File: src/rtl/fp_alu_pkg.sv
// Shared opcode, flag and FSM definitions for the FP ALU sequencer.
package fp_alu_pkg;

  localparam logic [3:0] OP_ADD = 4'd0;
  localparam logic [3:0] OP_SUB = 4'd1;
  localparam logic [3:0] OP_MUL = 4'd2;
  localparam logic [3:0] OP_DIV = 4'd3;
  localparam logic [3:0] OP_ABS = 4'd4;
  localparam logic [3:0] OP_NEG = 4'd5;
  localparam logic [3:0] OP_MIN = 4'd6;
  localparam logic [3:0] OP_MAX = 4'd7;

  localparam int FLAG_OVF = 0;
  localparam int FLAG_UNF = 1;
  localparam int FLAG_INV = 2;
  localparam int FLAG_TMO = 3;

  typedef enum logic [1:0] {ST_IDLE, ST_ISSUE, ST_WAIT, ST_PUSH} state_t;

  function automatic logic [1:0] op_to_unit(input logic [3:0] op);
    case (op)
      OP_ADD, OP_SUB: return 2'd0;
      OP_MUL:         return 2'd1;
      OP_DIV:         return 2'd2;
      default:        return 2'd3;
    endcase
  endfunction

  // Canonical quiet NaN: sign 0, exponent all ones, mantissa MSB set.
  function automatic logic [63:0] qnan(input int data_w, input int exp_w);
    logic [63:0] q;
    q = '0;
    for (int i = 0; i < 64; i++)
      if (i >= data_w - exp_w - 2 && i <= data_w - 2) q[i] = 1'b1;
    return q;
  endfunction

endpackage

File: src/rtl/fp_alu_sequencer_fifo.sv
// First-word-fall-through result FIFO; head reads as zero while empty.
module fp_result_fifo #(
  parameter int WIDTH = 40,
  parameter int DEPTH = 4
) (
  input  logic                     clk,
  input  logic                     reset,
  input  logic                     push,
  input  logic [WIDTH-1:0]         push_data,
  input  logic                     pop,
  output logic [WIDTH-1:0]         head,
  output logic [$clog2(DEPTH):0]   count,
  output logic                     full,
  output logic                     empty
);

  localparam int PTR_W = $clog2(DEPTH);
  localparam int CNT_W = PTR_W + 1;

  logic [WIDTH-1:0] mem [DEPTH];
  logic [PTR_W-1:0] wr_ptr, rd_ptr;
  logic             do_push, do_pop;

  assign full    = (count == CNT_W'(DEPTH));
  assign empty   = (count == '0);
  assign do_push = push && !full;
  assign do_pop  = pop && !empty;
  assign head    = empty ? '0 : mem[rd_ptr];

  always_ff @(posedge clk or posedge reset) begin
    if (reset) begin
      wr_ptr <= '0;
      rd_ptr <= '0;
      count  <= '0;
    end else begin
      if (do_push) wr_ptr <= wr_ptr + 1'b1;
      if (do_pop)  rd_ptr <= rd_ptr + 1'b1;
      case ({do_push, do_pop})
        2'b10:   count <= count + 1'b1;
        2'b01:   count <= count - 1'b1;
        default: count <= count;
      endcase
    end
  end

  always_ff @(posedge clk) begin
    if (do_push) mem[wr_ptr] <= push_data;
  end

endmodule

File: src/rtl/fp_alu_sequencer.sv
// Dispatches tagged FP requests to execution units one at a time and queues results.
// Optional WAIT watchdog enabled by FP_ALU_SEQ_TIMEOUT_EN.
module fp_alu_sequencer
  import fp_alu_pkg::*;
#(
  parameter int DATA_W      = 32,
  parameter int EXP_W       = 8,
  parameter int TAG_W       = 4,
  parameter int NUM_UNITS   = 4,
  parameter int FIFO_DEPTH  = 4,
  parameter int TIMEOUT_CYC = 64
) (
  input  logic                          clk,
  input  logic                          reset,
  input  logic                          in_valid,
  output logic                          in_ready,
  input  logic [3:0]                    in_op,
  input  logic [DATA_W-1:0]             in_a,
  input  logic [DATA_W-1:0]             in_b,
  input  logic [TAG_W-1:0]              in_tag,
  output logic [NUM_UNITS-1:0]          unit_start,
  output logic [3:0]                    unit_op,
  output logic [DATA_W-1:0]             unit_a,
  output logic [DATA_W-1:0]             unit_b,
  input  logic [NUM_UNITS-1:0]          unit_done,
  input  logic [NUM_UNITS*DATA_W-1:0]   unit_result,
  input  logic [NUM_UNITS-1:0]          unit_ovf,
  input  logic [NUM_UNITS-1:0]          unit_unf,
  input  logic [NUM_UNITS-1:0]          unit_inv,
  output logic                          out_valid,
  input  logic                          out_ready,
  output logic [DATA_W-1:0]             out_result,
  output logic [TAG_W-1:0]              out_tag,
  output logic [3:0]                    out_flags,
  output logic [3:0]                    sticky_flags,
  input  logic                          sticky_clr,
  output logic                          busy,
  output logic [$clog2(FIFO_DEPTH):0]   fifo_count
);

  localparam int SEL_W = $clog2(NUM_UNITS);
  localparam int ENT_W = DATA_W + TAG_W + 4;

  state_t              state, state_next;
  logic [3:0]          op_q;
  logic [DATA_W-1:0]   a_q, b_q, res_q;
  logic [TAG_W-1:0]    tag_q;
  logic [SEL_W-1:0]    sel_q;
  logic [3:0]          flags_q;
  logic                accept, done_sel, timed_out;
  logic                fifo_push, fifo_full, fifo_empty;
  logic [ENT_W-1:0]    fifo_head;

  assign in_ready = !reset && (state == ST_IDLE) && !fifo_full;
  assign accept   = in_valid && in_ready;
  assign done_sel = unit_done[sel_q];
  assign busy     = (state != ST_IDLE);
  assign unit_op  = op_q;
  assign unit_a   = a_q;
  assign unit_b   = b_q;

`ifdef FP_ALU_SEQ_TIMEOUT_EN
  localparam int          TMO_W  = $clog2(TIMEOUT_CYC) + 1;
  localparam logic [63:0] QNAN_V = qnan(DATA_W, EXP_W);
  logic [TMO_W-1:0] wait_cnt;

  // Restarts from zero for every op; counts only while waiting on a unit.
  always_ff @(posedge clk or posedge reset) begin
    if (reset)                  wait_cnt <= '0;
    else if (state == ST_ISSUE) wait_cnt <= '0;
    else if (state == ST_WAIT)  wait_cnt <= wait_cnt + 1'b1;
  end

  assign timed_out = (state == ST_WAIT) && !done_sel && (wait_cnt == TMO_W'(TIMEOUT_CYC - 1));
`else
  assign timed_out = 1'b0;
`endif

  always_ff @(posedge clk or posedge reset) begin
    if (reset) state <= ST_IDLE;
    else       state <= state_next;
  end

  always_comb begin
    state_next = state;
    unit_start = '0;
    fifo_push  = 1'b0;
    case (state)
      ST_IDLE:  if (accept) state_next = in_op[3] ? ST_PUSH : ST_ISSUE;
      ST_ISSUE: begin
        unit_start[sel_q] = 1'b1;
        state_next        = ST_WAIT;
      end
      ST_WAIT:  if (done_sel || timed_out) state_next = ST_PUSH;
      ST_PUSH:  begin
        fifo_push  = 1'b1;
        state_next = ST_IDLE;
      end
      default:  state_next = ST_IDLE;
    endcase
  end

  always_ff @(posedge clk or posedge reset) begin
    if (reset) begin
      op_q    <= '0;
      a_q     <= '0;
      b_q     <= '0;
      tag_q   <= '0;
      sel_q   <= '0;
      res_q   <= '0;
      flags_q <= '0;
    end else if (state == ST_IDLE && accept) begin
      op_q             <= in_op;
      a_q              <= in_a;
      b_q              <= in_b;
      tag_q            <= in_tag;
      sel_q            <= SEL_W'(op_to_unit(in_op));
      res_q            <= '0;
      flags_q          <= '0;
      flags_q[FLAG_INV] <= in_op[3];
    end else if (state == ST_WAIT && done_sel) begin
      res_q   <= unit_result[sel_q*DATA_W +: DATA_W];
      flags_q <= {1'b0, unit_inv[sel_q], unit_unf[sel_q], unit_ovf[sel_q]};
`ifdef FP_ALU_SEQ_TIMEOUT_EN
    end else if (timed_out) begin
      res_q             <= QNAN_V[DATA_W-1:0];
      flags_q           <= '0;
      flags_q[FLAG_TMO] <= 1'b1;
      flags_q[FLAG_INV] <= 1'b1;
`endif
    end
  end

  // A push in the same cycle as a clear keeps the new flags.
  always_ff @(posedge clk or posedge reset) begin
    if (reset)           sticky_flags <= '0;
    else if (fifo_push)  sticky_flags <= sticky_clr ? flags_q : (sticky_flags | flags_q);
    else if (sticky_clr) sticky_flags <= '0;
  end

  fp_result_fifo #(
    .WIDTH (ENT_W),
    .DEPTH (FIFO_DEPTH)
  ) u_fifo (
    .clk       (clk),
    .reset     (reset),
    .push      (fifo_push),
    .push_data ({res_q, tag_q, flags_q}),
    .pop       (out_valid && out_ready),
    .head      (fifo_head),
    .count     (fifo_count),
    .full      (fifo_full),
    .empty     (fifo_empty)
  );

  assign out_valid                      = !fifo_empty;
  assign {out_result, out_tag, out_flags} = fifo_head;

endmodule

File: config.mk
export PLATFORM = sky130hd
export DESIGN_NAME = fp_alu_sequencer
export DESIGN_NICKNAME = d
export VERILOG_FILES = /design/src/rtl/fp_alu_pkg.sv /design/src/rtl/fp_alu_sequencer_fifo.sv /design/src/rtl/fp_alu_sequencer.sv
export SDC_FILE = /design/constraint.sdc
export NUM_CORES = 1
export LEC_CHECK = 0
export CORE_MARGIN = 8
export CORE_UTILIZATION = 53
export CTS_BUF_LIST = sky130_fd_sc_hd__clkbuf_4 sky130_fd_sc_hd__clkbuf_8
export CTS_CLUSTER_SIZE = 25
export DETAILED_ROUTE_END_ITERATION = 6
export PLACE_DENSITY_LB_ADDON = 0.2
export SLEW_MARGIN = 30
export SYNTH_ARGS = -nofsm -noshare
export SYNTH_HDL_FRONTEND = slang
export SYNTH_HIERARCHICAL = 1
export SYNTH_SLANG_ARGS = --single-unit
export TNS_END_PERCENT = 10
File: constraint.sdc
create_clock -name clk -period 7.3 [get_ports clk]
set_input_delay 2.19 -clock clk [delete_from_list [all_inputs] [get_ports clk]]
set_output_delay 2.19 -clock clk [all_outputs]
set_load 0.05 [all_outputs]
# Word level (Yosys, flattened, before mapping)
# Memories as Yosys holds them, arrays and structs flattened.
# Cells that the tools add are included.
# word_totals
memories	1
register_bits	123
ramBits	160
elab_cells	81
latchBits	0
mem_bits_ro	0
# memory_table
name	words	word_bits	read_ports	rd_ports_with_merged_regs	wr	line_no	source
u_fifo.mem	4	40	1	0	1	fp_alu_sequencer_fifo.sv:20	logic [WIDTH-1:0] mem [DEPTH];
# op_classes
shifts	1
eq_ne	11
n_div	0
bitwise	1
reduce_logical	21
addsub	4
multipliers	0
magnitude_cmp	2
n_mux	28
# ops
operator	count
$shiftx 128x8->32	1
$mux 32	2
$mux 40	1
$mux 4	6
$logic_and 1x1->1	9
$bmux 1 s2	4
$eq 4x2->1 const B	2
$mux 1	8
$pmux 2 s4	1
$reduce_bool 2->1	4
$eq 2x2->1 const B	3
$mux 2	3
$pmux 2 s3	1
$pmux 3 s2	1
$add 2x1->2 const B	2
$eq 2x1->1 const B	2
$eq 4x1->1 const B	1
$logic_not 4->1	1
$ne 2x2->1 const B	2
$or 4x4->4	1
$add 3x1->3 const B	1
$eq 3x3->1 const B	1
$logic_not 1->1	3
$logic_not 3->1	1
other kinds (7)	7

# Longest topological paths before layout
# depth
depth_word	6
depth_mapped	12

# By module
# The synthesis kept the hierarchy.
# by_module_without_submodules
module	area_each_um2	seq_area_each_um2	instances	cells_per_inst
fp_result_fifo	6518.8	4979.8	1	294
fp_alu_sequencer	5559.1	2852.7	1	368

# Least setup slack after synthesis
# No wires, ideal clock.
# synth_timing
path_kind	input-to-output
start	input reset
end	output in_ready
stages	1
n_path_buf	0
t_required_ps	5110
slack_ps	2237
t_arrival_ps	2873
path_cell_list	nor3b_2
# synth_via
elab_chain_len	3
# synth_lines
item	line_no	source
start: declaration	fp_alu_sequencer.sv:14	input logic reset,
$logic_not 1->1 (no source line)	n/a	
$logic_and 1x1->1 (2 in a row)	fp_alu_sequencer.sv:54	assign in_ready = !reset && (state == ST_IDLE) && !fifo_full;
end: declaration	fp_alu_sequencer.sv:16	output logic in_ready,
# Every way passes these cells.

# Worst setup path in the final report
# Same ends and word-level chain as after synthesis.

==> summary.md <==
| Metric | Value |
|---|---|
| Static leakage | 6.286 nW |
| Largest vdd supply drop | 0.3494 mV |
| Diode count | 0 |
| Worst path cell trace | clkdlybuf4s50_1 -> nor3b_2 -> clkdlybuf4s50_1 |
| Die area | 27880 µm² |
| Filler cell count | 1406 |
| R2r startpoint | u_fifo/count[0]$_DFFE_PP0P_ |
| Port buffer count | 341 |
| Sink Count | 281 |
| Worst Max-Slew Pin Slew | 0.7652 ns |
| Synth Register Bits | 281 |
| Layout area overhead | 37.30% |
| Pre-CTS setup slack | 1.185 ns |
| NumNets Final | 1256 |
| Final Hold Viols | 0 |
| Multi-input gate area | 3835 µm² |
| Synth Cell Area | 12080 µm² |
| Reg2Reg Depth | 11 |
| Status | complete, no violations |
| Initial DRC count | 311 |
| Worst Skew | 0.03056 ns |
| Routed vias | 7170 |
| Reg-to-Reg End | u_fifo/count[2]$_DFFE_PP0P_ |
| Post-route antenna net violation count | 0 |
| Hold path start | unit_a[28]$_DFFE_PP0P_ |
| Post-Syn Area per Cell | 18.24 µm² |
| Worst Path Max Fanout | 3 |
| Yosys top cell by area | edfxtp_1 |
| DP HPWL | 20850 µm |
| CP Class | in2out |
| Hold path cells | 1 |
| # setup viols final | 0 |
| Register Area | 7843 µm² |
| GRT overflow | 0 |
| Vias in the first global route | 8106 |
| # IOs | 343 |
| CTS tree | done |
| Most used cell, CP | clkdlybuf4s50_1 |
| Max Cap Viol | 0 |
| WP data arrival | 3.93 ns |
| Syn. warnings | 6 |
| Antenna violations before repair | 0 |
| Post-synth EDFFs | 160 |
| Drt first pass iters | 4 |
| Period utilization | 0.8385 |
| Ranking of synthesized cells by area | edfxtp_1, dfrtp_1, mux4_2, mux2_2, mux2i_1 |
| Layout cells sized above 1 | 0.2221 |
| CP endpoint kind | output port |
| Setup Fix Bufs, Post-CTS | 0 |
| Final GP Congestion | 0.7357 |
| Initial Util | 0.5367 |
| WL per Instance | 22.22 µm |
| Largest net degree at the start of global routing | 62 |
| Cts bufs inserted | 45 |
| CORE AREA | 22500 µm² |
| Synth cell count leaders | edfxtp_1, dfrtp_1, mux4_2 |
| DIE WIDTH | 167.0 µm |
| Clock-pin transition on the worst setup and hold timing paths | 0.06 ns |
| Post-CTS Hold Fix Bufs | 0 |
| First-pass GRT wire length | 46010 µm |
| Worst min path class | reg2reg |
| Sum Neg Setup Slack | 0 ns |
| Clock Latency Late Sink | 0.55 ns |
| Drt via density | 5.339 |
| CTS root buf | clkbuf_8 |
| R2R Setup Slk | 4.23 ns |
| Drt drc | 0 |
| Async SR Flop Fraction | 0.4306 |
| Worst path slowest cell | clkdlybuf4s50_1 |
| Nature of the critical path startpoint | input port |
| Hold Path Sink | unit_a[28]$_DFFE_PP0P_ |
| Pwr dens | 484.9 nW/µm² |
| Post-synthesis cell type count | 37 |
| Fin crit period | 6.121 ns |
| GRT Util Overall | 0.2131 |
| Fin worst setup slack | 1.179 ns |
| Slew Viols, Final | 0 |
| Synth Flop Type | edfxtp_1 |
| Relative max-transition margin | 0.4898 |
| Sequential-to-total area share from yosys stat | 0.6485 |
| Top cell type's share of synthesized area | 0.3978 |
| Most common cell in the netlist | edfxtp_1 |
| Htree depth | 2 |
| Maximum single-stage delay on the critical path | 0.89 ns |
| Max frequency | 0.1634 GHz |
| Cell row count | 55 |
| RSZ-0062 raised after global routing | no |
| Die height | 167.0 µm |
| Final wirelength | 29850 µm |
| Req. time, crit path | 5.11 ns |
| Cells after Synth | 662 |
| Gates resized, CTS repair | 0 |
| Clock Tree Buf Depth | 3 |
cell type report:
type / instances / area share
Clock buffer: 70 / 0.05206
Clock inverter: 11 / 0.004602
Inverter: 19 / 0.004451
Multi-Input combinational cell: 323 / 0.2313
Sequential cell: 281 / 0.4729
Tap cell: 285 / 0.02150
Timing Repair Buffer: 354 / 0.2132
stage by stage:
step / util / instances / total power, mW / area, µm² / hold slack (ns)
final: 0.7369 / 1343 / 8.042 / 16580 / 0.4899
after global routing: 0.7369 / 1343 / 8.430 / 16580 / 0.5080
after CTS: 0.7369 / 1343 / 8.140 / 16580 / 0.4927
after detailed placement: 0.6952 / 1262 / 6.744 / 15640 / 0.4787
after global placement: 0.6932 / 1260 / 6.672 / 15600 / 0.4662
after floorplan: - / 666 / 5.456 / 12090 / 0.4724
kinds of logic after synthesis:
| logic type | Yosys count | share of synthesized area |
|---|---|---|
| DFF | 281 | 0.6485 |
| muxes | 188 | 0.2478 |
| and+or+nand+nor | 101 | 0.04382 |
| adders and majority gates | 11 | 0.01202 |
| xor gates and xnor gates | 6 | 0.004352 |
| buffers and inverters | 62 | 0.03698 |
| AOI/OAI and AO/OA | 12 | 0.006216 |
| other | 1 | 0.0003105 |
worst max path at each step:
stage / startpoint / endpoint / slack [ns] / cells past startpoint
2_1_floorplan: reset / flags_q[0]$_DFFE_PP0P_ / 2.09 / 1
3_3_place_gp: reset / in_ready / 1.18 / 3
3_5_place_dp: reset / in_ready / 1.18 / 3
4_1_cts: reset / in_ready / 1.18 / 3
5_1_grt: reset / in_ready / 1.15 / 3
6_report: reset / in_ready / 1.18 / 3
power by group:
| part | switching [mW] | leakage, nW | internal (mW) |
|---|---|---|---|
| Clock | 0.585 | 0.500 | 0.786 |
| Combinational | 2.33 | 2.86 | 1.60 |
| Sequential | 0.402 | 2.93 | 2.34 |
| Total | 3.32 | 6.29 | 4.72 |
registers in the layout, summed over array words and instances, names as in the netlist:
name           flops
flags_q            3
res_q             32
sel_q              2
state              2
sticky_flags       3
tag_q              4
u_fifo/count       3
u_fifo/mem       160
u_fifo/rd_ptr      2
u_fifo/wr_ptr      2
unit_a            32
unit_b            32
unit_op            4
layout by cell type, fill, tap and decap left out, types with 16 or more instances in the layout:
| master | synthesis | final |
|---|---|---|
| and2_1 | 46 | 41 |
| clkbuf_4 | 0 | 16 |
| clkbuf_8 | 0 | 54 |
| clkdlybuf4s50_1 | 0 | 341 |
| dfrtp_1 | 121 | 117 |
| edfxtp_1 | 160 | 160 |
| inv_1 | 19 | 18 |
| mux2_2 | 41 | 41 |
| mux2_4 | 20 | 20 |
| mux2i_1 | 41 | 41 |
| mux4_2 | 73 | 73 |
| nor2_1 | 39 | 39 |
metal layers:
layer	up-vias	share of wire	GRT usage
met2	284	0.52	0.3792
met5	-	0	0
met1	3624	0.37	0.2333
met3	32	0.099	0.08865
li1	3230	-	-
met4	0	0.013	0.05014
critical path: cells and delay by family:
family	cells	cell delay, ns
buf+inv	2	1.39
simple gates	1	0.35
Power figures use the tool's default switching activity.
